==> src/rtl/srpt_queue_defs.sv <==
// Shared srpt_queue entry layout: total entry width and field bit ranges.
// Every block that carries queue entries includes this header rather than redefining them.
`ifndef SRPT_QUEUE_DEFS_SV
`define SRPT_QUEUE_DEFS_SV
`define QUEUE_ENTRY_SIZE      64
`define QUEUE_ENTRY_RPC_ID    15:0
`define QUEUE_ENTRY_DBUFF_ID  25:16
`define QUEUE_ENTRY_REMAINING 45:26
`define QUEUE_ENTRY_GRANTED   63:46
`endif

==> src/rtl/srpt_send_scheduler_pkg.sv <==
// Common types for the SRPT send scheduler: entry width, output-slot state and field helpers.
`include "srpt_queue_defs.sv"

package srpt_send_scheduler_pkg;

  localparam int ENTRY_W = `QUEUE_ENTRY_SIZE;

  typedef logic [ENTRY_W-1:0] entry_t;

  typedef enum logic {
    SLOT_EMPTY = 1'b0,
    SLOT_FULL  = 1'b1
  } slot_state_e;

  function automatic logic [15:0] entry_rpc_id(input entry_t e);
    return e[`QUEUE_ENTRY_RPC_ID];
  endfunction

endpackage

==> src/rtl/srpt_rr_arb2.sv <==
// Two-input round-robin arbiter feeding a single full-throughput output register.
// rr_ptr only moves when both sources contend, so a lone requester never steals the turn.
`include "srpt_queue_defs.sv"

module srpt_rr_arb2
  import srpt_send_scheduler_pkg::*;
(
  input  logic               clk,
  input  logic               rst,
  input  logic               s0_valid,
  output logic               s0_ready,
  input  logic [ENTRY_W-1:0] s0_data,
  input  logic               s1_valid,
  output logic               s1_ready,
  input  logic [ENTRY_W-1:0] s1_data,
  output logic               m_valid,
  input  logic               m_ready,
  output logic [ENTRY_W-1:0] m_data
);

  slot_state_e        state_q, state_d;
  logic [ENTRY_W-1:0] data_q, data_d;
  logic               rr_ptr_q, rr_ptr_d;
  logic               load_en, grant0, grant1;

  // The slot can take a new entry when empty or when its current entry leaves this cycle.
  always_comb begin
    state_d  = state_q;
    data_d   = data_q;
    rr_ptr_d = rr_ptr_q;
    load_en  = !rst && ((state_q == SLOT_EMPTY) || m_ready);
    grant0   = load_en && s0_valid && (!s1_valid || !rr_ptr_q);
    grant1   = load_en && s1_valid && (!s0_valid || rr_ptr_q);
    if (load_en) begin
      state_d = (grant0 || grant1) ? SLOT_FULL : SLOT_EMPTY;
      if (grant0) begin
        data_d = s0_data;
      end else if (grant1) begin
        data_d = s1_data;
      end
      if (s0_valid && s1_valid) begin
        rr_ptr_d = !rr_ptr_q;
      end
    end
  end

  always_ff @(posedge clk or posedge rst) begin
    if (rst) begin
      state_q  <= SLOT_EMPTY;
      data_q   <= '0;
      rr_ptr_q <= 1'b0;
    end else begin
      state_q  <= state_d;
      data_q   <= data_d;
      rr_ptr_q <= rr_ptr_d;
    end
  end

  assign s0_ready = grant0;
  assign s1_ready = grant1;
  assign m_valid  = (state_q == SLOT_FULL);
  assign m_data   = data_q;

endmodule

==> src/rtl/srpt_send_scheduler.sv <==
// SRPT send scheduler: merges sendmsg and update streams into the SRPT queue, and paces
// queue output to egress with a credit counter replenished by PKT_DONE.
`include "srpt_queue_defs.sv"

module srpt_send_scheduler
  import srpt_send_scheduler_pkg::*;
#(
  parameter int CREDITS = 8,
  parameter int CW      = 8
) (
  input  logic                         ap_clk,
  input  logic                         ap_rst,
  input  logic                         S0_AXIS_TVALID,
  output logic                         S0_AXIS_TREADY,
  input  logic [`QUEUE_ENTRY_SIZE-1:0] S0_AXIS_TDATA,
  input  logic                         S1_AXIS_TVALID,
  output logic                         S1_AXIS_TREADY,
  input  logic [`QUEUE_ENTRY_SIZE-1:0] S1_AXIS_TDATA,
  output logic                         ENQ_AXIS_TVALID,
  input  logic                         ENQ_AXIS_TREADY,
  output logic [`QUEUE_ENTRY_SIZE-1:0] ENQ_AXIS_TDATA,
  input  logic                         DEQ_AXIS_TVALID,
  output logic                         DEQ_AXIS_TREADY,
  input  logic [`QUEUE_ENTRY_SIZE-1:0] DEQ_AXIS_TDATA,
  output logic                         M_AXIS_TVALID,
  input  logic                         M_AXIS_TREADY,
  output logic [`QUEUE_ENTRY_SIZE-1:0] M_AXIS_TDATA,
  input  logic                         PKT_DONE,
  output logic [CW-1:0]                CREDITS_AVAIL,
  output logic                         CREDIT_ERR
);

  localparam logic [CW-1:0] CREDIT_MAX = CW'(CREDITS);

  slot_state_e        m_state_q, m_state_d;
  logic [ENTRY_W-1:0] m_data_q, m_data_d;
  logic [CW-1:0]      credits_q, credits_d;
  logic               credit_err_q, credit_err_d;
  logic               deq_fire;

  srpt_rr_arb2 u_enq_arb (
    .clk      (ap_clk),
    .rst      (ap_rst),
    .s0_valid (S0_AXIS_TVALID),
    .s0_ready (S0_AXIS_TREADY),
    .s0_data  (S0_AXIS_TDATA),
    .s1_valid (S1_AXIS_TVALID),
    .s1_ready (S1_AXIS_TREADY),
    .s1_data  (S1_AXIS_TDATA),
    .m_valid  (ENQ_AXIS_TVALID),
    .m_ready  (ENQ_AXIS_TREADY),
    .m_data   (ENQ_AXIS_TDATA)
  );

  assign DEQ_AXIS_TREADY = (credits_q != '0) && ((m_state_q == SLOT_EMPTY) || M_AXIS_TREADY);
  assign deq_fire        = DEQ_AXIS_TVALID && DEQ_AXIS_TREADY;

  // A credit taken and a credit returned in the same cycle cancel; an extra return is flagged.
  always_comb begin
    m_state_d    = m_state_q;
    m_data_d     = m_data_q;
    credits_d    = credits_q;
    credit_err_d = credit_err_q;
    if (deq_fire) begin
      m_state_d = SLOT_FULL;
      m_data_d  = DEQ_AXIS_TDATA;
    end else if (M_AXIS_TREADY) begin
      m_state_d = SLOT_EMPTY;
    end
    case ({deq_fire, PKT_DONE})
      2'b10: credits_d = credits_q - CW'(1);
      2'b01: begin
        if (credits_q == CREDIT_MAX) begin
          credit_err_d = 1'b1;
        end else begin
          credits_d = credits_q + CW'(1);
        end
      end
      default: ;
    endcase
  end

  always_ff @(posedge ap_clk or posedge ap_rst) begin
    if (ap_rst) begin
      m_state_q    <= SLOT_EMPTY;
      m_data_q     <= '0;
      credits_q    <= CREDIT_MAX;
      credit_err_q <= 1'b0;
    end else begin
      m_state_q    <= m_state_d;
      m_data_q     <= m_data_d;
      credits_q    <= credits_d;
      credit_err_q <= credit_err_d;
    end
  end

  assign M_AXIS_TVALID = (m_state_q == SLOT_FULL);
  assign M_AXIS_TDATA  = m_data_q;
  assign CREDITS_AVAIL = credits_q;
  assign CREDIT_ERR    = credit_err_q;

endmodule

==> config.mk <==
export PLATFORM = sky130hd
export DESIGN_NAME = srpt_send_scheduler
export DESIGN_NICKNAME = d
export VERILOG_FILES = /design/src/rtl/srpt_send_scheduler_pkg.sv /design/src/rtl/srpt_rr_arb2.sv /design/src/rtl/srpt_send_scheduler.sv
export VERILOG_INCLUDE_DIRS = /design/src /design/src/rtl
export SDC_FILE = /design/constraint.sdc
export NUM_CORES = 1
export LEC_CHECK = 0
export CAP_MARGIN = 10
export CORE_AREA = 2 2 132 134
export DETAILED_ROUTE_END_ITERATION = 8
export DIE_AREA = 0 0 134 136
export GPL_TIMING_DRIVEN = 0
export PLACE_DENSITY = 0.77
export SETUP_SLACK_MARGIN = 0.2
export SKIP_CTS_REPAIR_TIMING = 1
export SLEW_MARGIN = 25
export SYNTH_ARGS = -nofsm -noshare
export SYNTH_HDL_FRONTEND = slang
export SYNTH_SLANG_ARGS = --single-unit
==> constraint.sdc <==
create_clock -name ap_clk -period 6.41 [get_ports ap_clk]
set_clock_uncertainty 0.1 [all_clocks]
set_input_delay 1.6025 -clock ap_clk [delete_from_list [all_inputs] [get_ports ap_clk]]
set_output_delay 1.6025 -clock ap_clk [all_outputs]
set_load 0.005 [all_outputs]
**Word level (Yosys, flattened, before mapping)**

Cells that the tools add are included.

- Word-level logic and storage cells: 47
- Bits of input ports: 200
- Register bits after elaboration: 140
- Output and inout port bits: 142

- Muxes and demuxes: 7
- Add/subtract/negate cells: 2
- Reductions and logical operators: 25
- Bitwise logic cells: 2
- Equality and inequality tests: 4

Operators with widths:

| cell | number |
|---|---|
| $mux 64 | 2 |
| $pmux 8 s2 | 1 |
| $add 8x1->8 const B | 1 |
| $eq 8x4->1 const B | 1 |
| $logic_and 1x1->1 | 8 |
| $mux 8 | 1 |
| $reduce_and 2->1 | 4 |
| $reduce_bool 8->1 | 1 |
| $sub 8x1->8 const B | 1 |
| $reduce_bool 2->1 | 3 |
| $logic_or 1x1->1 | 5 |
| $logic_not 1->1 | 4 |
| $mux 1 | 3 |
| $eq 2x1->1 const B | 1 |
| $eq 2x2->1 const B | 1 |
| $ne 2x2->1 const B | 1 |
| $not 1->1 | 2 |

**Logic depth before layout (Yosys ltp)**

- Depth in word-level cells: 7
- Mapped depth: 11
- Gate-level depth less buffers: 9

**Hierarchy**

Synthesis repeated with hierarchy kept, for this count alone.

- Cell total of the unflattened synthesis: 607
- Area total of the unflattened synthesis: 6892.9 µm²

Modules (own cells, without submodules):

| module | area each (µm²) | cells each | times used | sequential area each (µm²) |
|---|---|---|---|---|
| srpt_rr_arb2 | 3833.7 | 407 | 1 | 1651.6 |
| srpt_send_scheduler | 3059.2 | 200 | 1 | 1853.0 |

**Worst setup path after synthesis**

OpenSTA, ideal clock, no wires.

- Kind: in2out
- Start point: input port ENQ_AXIS_TREADY
- End point: output port S0_AXIS_TREADY
- Setup slack: 2.357 ns
- Arrival time: 2.351 ns
- Data required time: 4.707 ns
- Cell stages on the path: 5
- Path buffers: 2
- Cells stage by stage: inv_1 a21oi_1 and3_1 clkbuf_1 buf_2

- Longest elaborated chain between the ends: 4

Ends and longest elaborated chain:

| what | RTL line | text |
|---|---|---|
| start, declared | srpt_send_scheduler.sv:20 | `input logic ENQ_AXIS_TREADY,` |
| $logic_or 1x1->1 | srpt_rr_arb2.sv:31 | `load_en = !rst && ((state_q == SLOT_EMPTY) \|\| m_ready);` |
| $logic_and 1x1->1 | srpt_rr_arb2.sv:31 |  |
| $logic_and 1x1->1 (2 in series) | srpt_rr_arb2.sv:32 | `grant0 = load_en && s0_valid && (!s1_valid \|\| !rr_ptr_q);` |
| end, declared | srpt_send_scheduler.sv:14 | `output logic S0_AXIS_TREADY,` |

No other way between the ends.

**Final worst setup path**

- Start point: input port ap_rst
- End point: output port S0_AXIS_TREADY

- Longest elaborated chain between the ends: 4

Ends and longest elaborated chain:

| what | RTL line | text |
|---|---|---|
| start, declared | srpt_send_scheduler.sv:12 | `input logic ap_rst,` |
| $logic_not 1->1 (no line) | n/a |  |
| $logic_and 1x1->1 | srpt_rr_arb2.sv:31 |  |
| $logic_and 1x1->1 (2 in series) | srpt_rr_arb2.sv:32 |  |

No other way between the ends.

==> impl_metrics.json <==
{
  "critical_path_peak_fanout": 10,
  "ioPinCount": 342,
  "pre_cts_slack_ns": 1.11,
  "number_of_global_route_vias_before_repair": 5409,
  "shortest_period_the_worst_path_allows_ns": 5.34,
  "mappedNetlistNets": 698,
  "worst_path_largest_cell_delay_ns": 0.57,
  "ys_warn_count": 0,
  "setup_repair_after_global_routing_missed_its_margin": "false",
  "cts.root.buffer_cell": "sky130_fd_sc_hd__clkbuf_16",
  "setup.worst_path.class": "in -> out",
  "final_max_slew_viol_count": 0,
  "worst_r2r_path_depth": 11,
  "area.sequential_um2": 3500,
  "floorplan.initialDensity_pct": 36.2,
  "critPathCaptureType": "output pin",
  "finalSetupTns_ns": 0,
  "worstSkewPairLatency_ns": 0.41,
  "hold_violations_final": 0,
  "power_per_cell_area_nw_per_um2": 308,
  "antenna_violating_nets_post_route": 0,
  "die_h_um": 136,
  "wp_data_arrival_ns": 3.64,
  "track_usage_pct": 20.7,
  "full_die_area_um2": 18200,
  "min_path_cells": 1,
  "worst_path_dominant_cell_family": "buffers and inverters",
  "final_nets": 1059,
  "cp_common_cell": "sky130_fd_sc_hd__clkdlybuf4s50_1",
  "synth_area_per_cell_um2": 12.4,
  "cp_num_buf_inv": 4,
  "total_drc_errors_in_the_routed_layout": 0,
  "yosysTopAreaCell": "sky130_fd_sc_hd__dfrtp_1",
  "relSlewSlack_pct": 65.3,
  "yosys.cell_types.count": 34,
  "crit_path_cell_trace": "clkdlybuf4s50_1, a21oi_1, and3_1, clkbuf_1, buf_2, clkdlybuf4s50_1",
  "timing.critical_path.slowest_stage_cell": "sky130_fd_sc_hd__clkdlybuf4s50_1",
  "synth.yosys.seq_area_share_pct": 57.4,
  "synthesis.area_um2": 6110,
  "multi_input_comb_area_um2": 2420,
  "max_freq_mhz": 187,
  "cts_tree": "done",
  "cts_buffer_depth": 2,
  "h_tree_depth": 4,
  "hold_path.class": "reg -> reg",
  "highest_count_cells_in_the_layout_ignoring_fill_and_taps": "sky130_fd_sc_hd__clkdlybuf4s50_1, sky130_fd_sc_hd__dfrtp_1, sky130_fd_sc_hd__nand2_1",
  "worst_pin_slew_ns": 0.520,
  "maxCapViolCount": 0,
  "post_dp_hpwl_um": 14500,
  "overflow": 0,
  "wl_per_cell_um": 17.1,
  "detail_route.first_pass.iterations": 4,
  "worst_ir_drop_vdd_mv": 0.168,
  "clk_transition_reported_paths_ns": 0.06,
  "grt_antenna_before_repair": 0,
  "report.final.setup_viol": 0,
  "crit_required_ns": 4.71,
  "drt_iter0_markers": 163,
  "crit_path_start_kind": "input port",
  "core.rowCount": 48,
  "die-width_um": 134,
  "layout-drive-gt1-share_pct": 12.6,
  "route.detailed.vias_per_inst": 4.73,
  "nFillCells": 1384,
  "floorplan.core_area_um2": 16900,
  "synth_seq_cells": 140,
  "netlist.area_leader.share_pct": 56.9,
  "timing.hold.ws_ns": 0.365,
  "worst-r2r-setup-slack_ns": 2.74,
  "total_clock_sinks": 140,
  "p_leak_nw": 4.30,
  "final_core_util_pct": 61.7,
  "min_period_over_period_pct": 83.3,
  "post_synth_inst_count": 491,
  "timing.rr.start": "CREDITS_AVAIL[4]",
  "grt_start_max_net_pins": 90,
  "ant_diodes": 0,
  "cts_inserted_buffers": 17,
  "area_delta_synth_final_pct": 70.4,
  "timing.hold.worst.start": "CREDIT_ERR",
  "first_pass_grt_wire_length_um": 28700,
  "ys_top_cells_by_area": "sky130_fd_sc_hd__dfrtp_1, sky130_fd_sc_hd__mux2i_1, sky130_fd_sc_hd__mux2_2",
  "outcome": "finished clean",
  "dr_total_vias": 5155,
  "post-route-worst-setup-slack_ns": 1.07,
  "layout_commonest_cell": "sky130_fd_sc_hd__clkdlybuf4s50_1",
  "hold_worst_path_end": "CREDIT_ERR",
  "port_buffers": 341,
  "route.final.wire_length_um": 18600,
  "worstReg2RegEnd": "CREDITS_AVAIL[6]",
  "gp_congestion": 0.830
}
[per-stage QoR]
stage	power, W	cell area [um2]	cells
floorplan	0.00165	6110	491
global placement	0.00226	9800	1057
detailed placement	0.00229	9840	1058
CTS	0.00325	10400	1090
global route	0.00339	10400	1090
finish	0.00321	10400	1090
[layout make-up]
class                      instances  share of cell area (%)
sequential                       140                    33.7
timing repair buffer             342                    33.1
multi-input combinational        318                    23.2
clock buffer                      20                    4.39
tap                              225                    2.70
buffer                            30                    1.68
clock inverter                    12                    1.09
inverter                           3                   0.180
[sequential cells by signal, indices dropped and copies added, names as in the netlist]
signal / flops
CREDITS_AVAIL: 8
CREDIT_ERR: 1
M_AXIS_TDATA: 64
M_AXIS_TVALID: 1
u_enq_arb.m_data: 64
u_enq_arb.m_valid: 1
u_enq_arb.rr_ptr_q: 1
[worst max path at each step]
| stage | from | to | slack [ns] | depth (start not counted) |
|---|---|---|---|---|
| after floorplan | ap_rst | CREDITS_AVAIL[0] | 0.96 | 1 |
| after global routing | ap_rst | S0_AXIS_TREADY | 0.96 | 6 |
| final | ap_rst | S0_AXIS_TREADY | 1.07 | 6 |
| after global placement | ap_rst | M_AXIS_TDATA[39] | -1.15 | 2 |
| after CTS | ap_rst | S0_AXIS_TREADY | 1.07 | 6 |
| after detailed placement | ap_rst | S0_AXIS_TREADY | 1.11 | 6 |
[cell usage after synthesis, drive strengths merged]
| cell | instances |
|---|---|
| a21o | 2 |
| fa | 1 |
| nand3 | 2 |
| nor2 | 2 |
| xor2 | 2 |
| dfrtp | 139 |
| and2 | 2 |
| or2 | 1 |
| nand2 | 72 |
| ha | 6 |
| mux2 | 69 |
| dfstp | 1 |
| or4 | 2 |
| a221o | 1 |
| inv | 3 |
| clkbuf | 15 |
| o21ai | 69 |
| buf | 15 |
| and3 | 1 |
| o21a | 2 |
| or3 | 1 |
| mux2i | 65 |
| a21oi | 7 |
| o31ai | 1 |
| a2bb2oi | 1 |
| xnor2 | 6 |
| nand2b | 1 |
| a41o | 1 |
| o211ai | 1 |
[where the power goes]
| part | total, W | internal (W) | switching (W) |
|---|---|---|---|
| Sequential | 0.00121 | 0.00108 | 0.000127 |
| Combinational | 0.00106 | 0.000681 | 0.000381 |
| Clock | 0.000940 | 0.000557 | 0.000384 |
| Total | 0.00321 | 0.00232 | 0.000891 |
[cells by family after synthesis]
logic type,after synthesis,share of synthesized area [%]
compound gates,85,7.52
mux,134,23.7
fa+ha+maj,7,1.56
xor+xnor,8,1.15
buf+inv,33,3.05
simple gates,84,5.69
flops,140,57.4
[routing by layer]
metal  wire length [um]  part of all wire [%]  vias to the layer above  track usage, %
met3               1500                   8.0                       32            6.90
met4                481                   2.6                        0            8.51
li1                   -                     -                     2433               -
met5                  0                     0                        -               0
met1               7040                    38                     2458            23.1
met2               9600                    52                      232            36.3
[worst reg2reg max path, cell delays in order, from the launching register on]
cell and delay, ns:
sky130_fd_sc_hd__dfrtp_1 0.43, sky130_fd_sc_hd__or4_4 0.60, sky130_fd_sc_hd__o211ai_2 0.28, sky130_fd_sc_hd__buf_4 0.26, sky130_fd_sc_hd__buf_6 0.18, sky130_fd_sc_hd__nand2_1 0.21
sky130_fd_sc_hd__fa_1 0.47, sky130_fd_sc_hd__a21o_1 0.19, sky130_fd_sc_hd__a221o_1 0.31, sky130_fd_sc_hd__a21oi_1 0.19, sky130_fd_sc_hd__xnor2_1 0.08, sky130_fd_sc_hd__mux2_4 0.26
No activity file was read; power rests on OpenSTA's default activity.
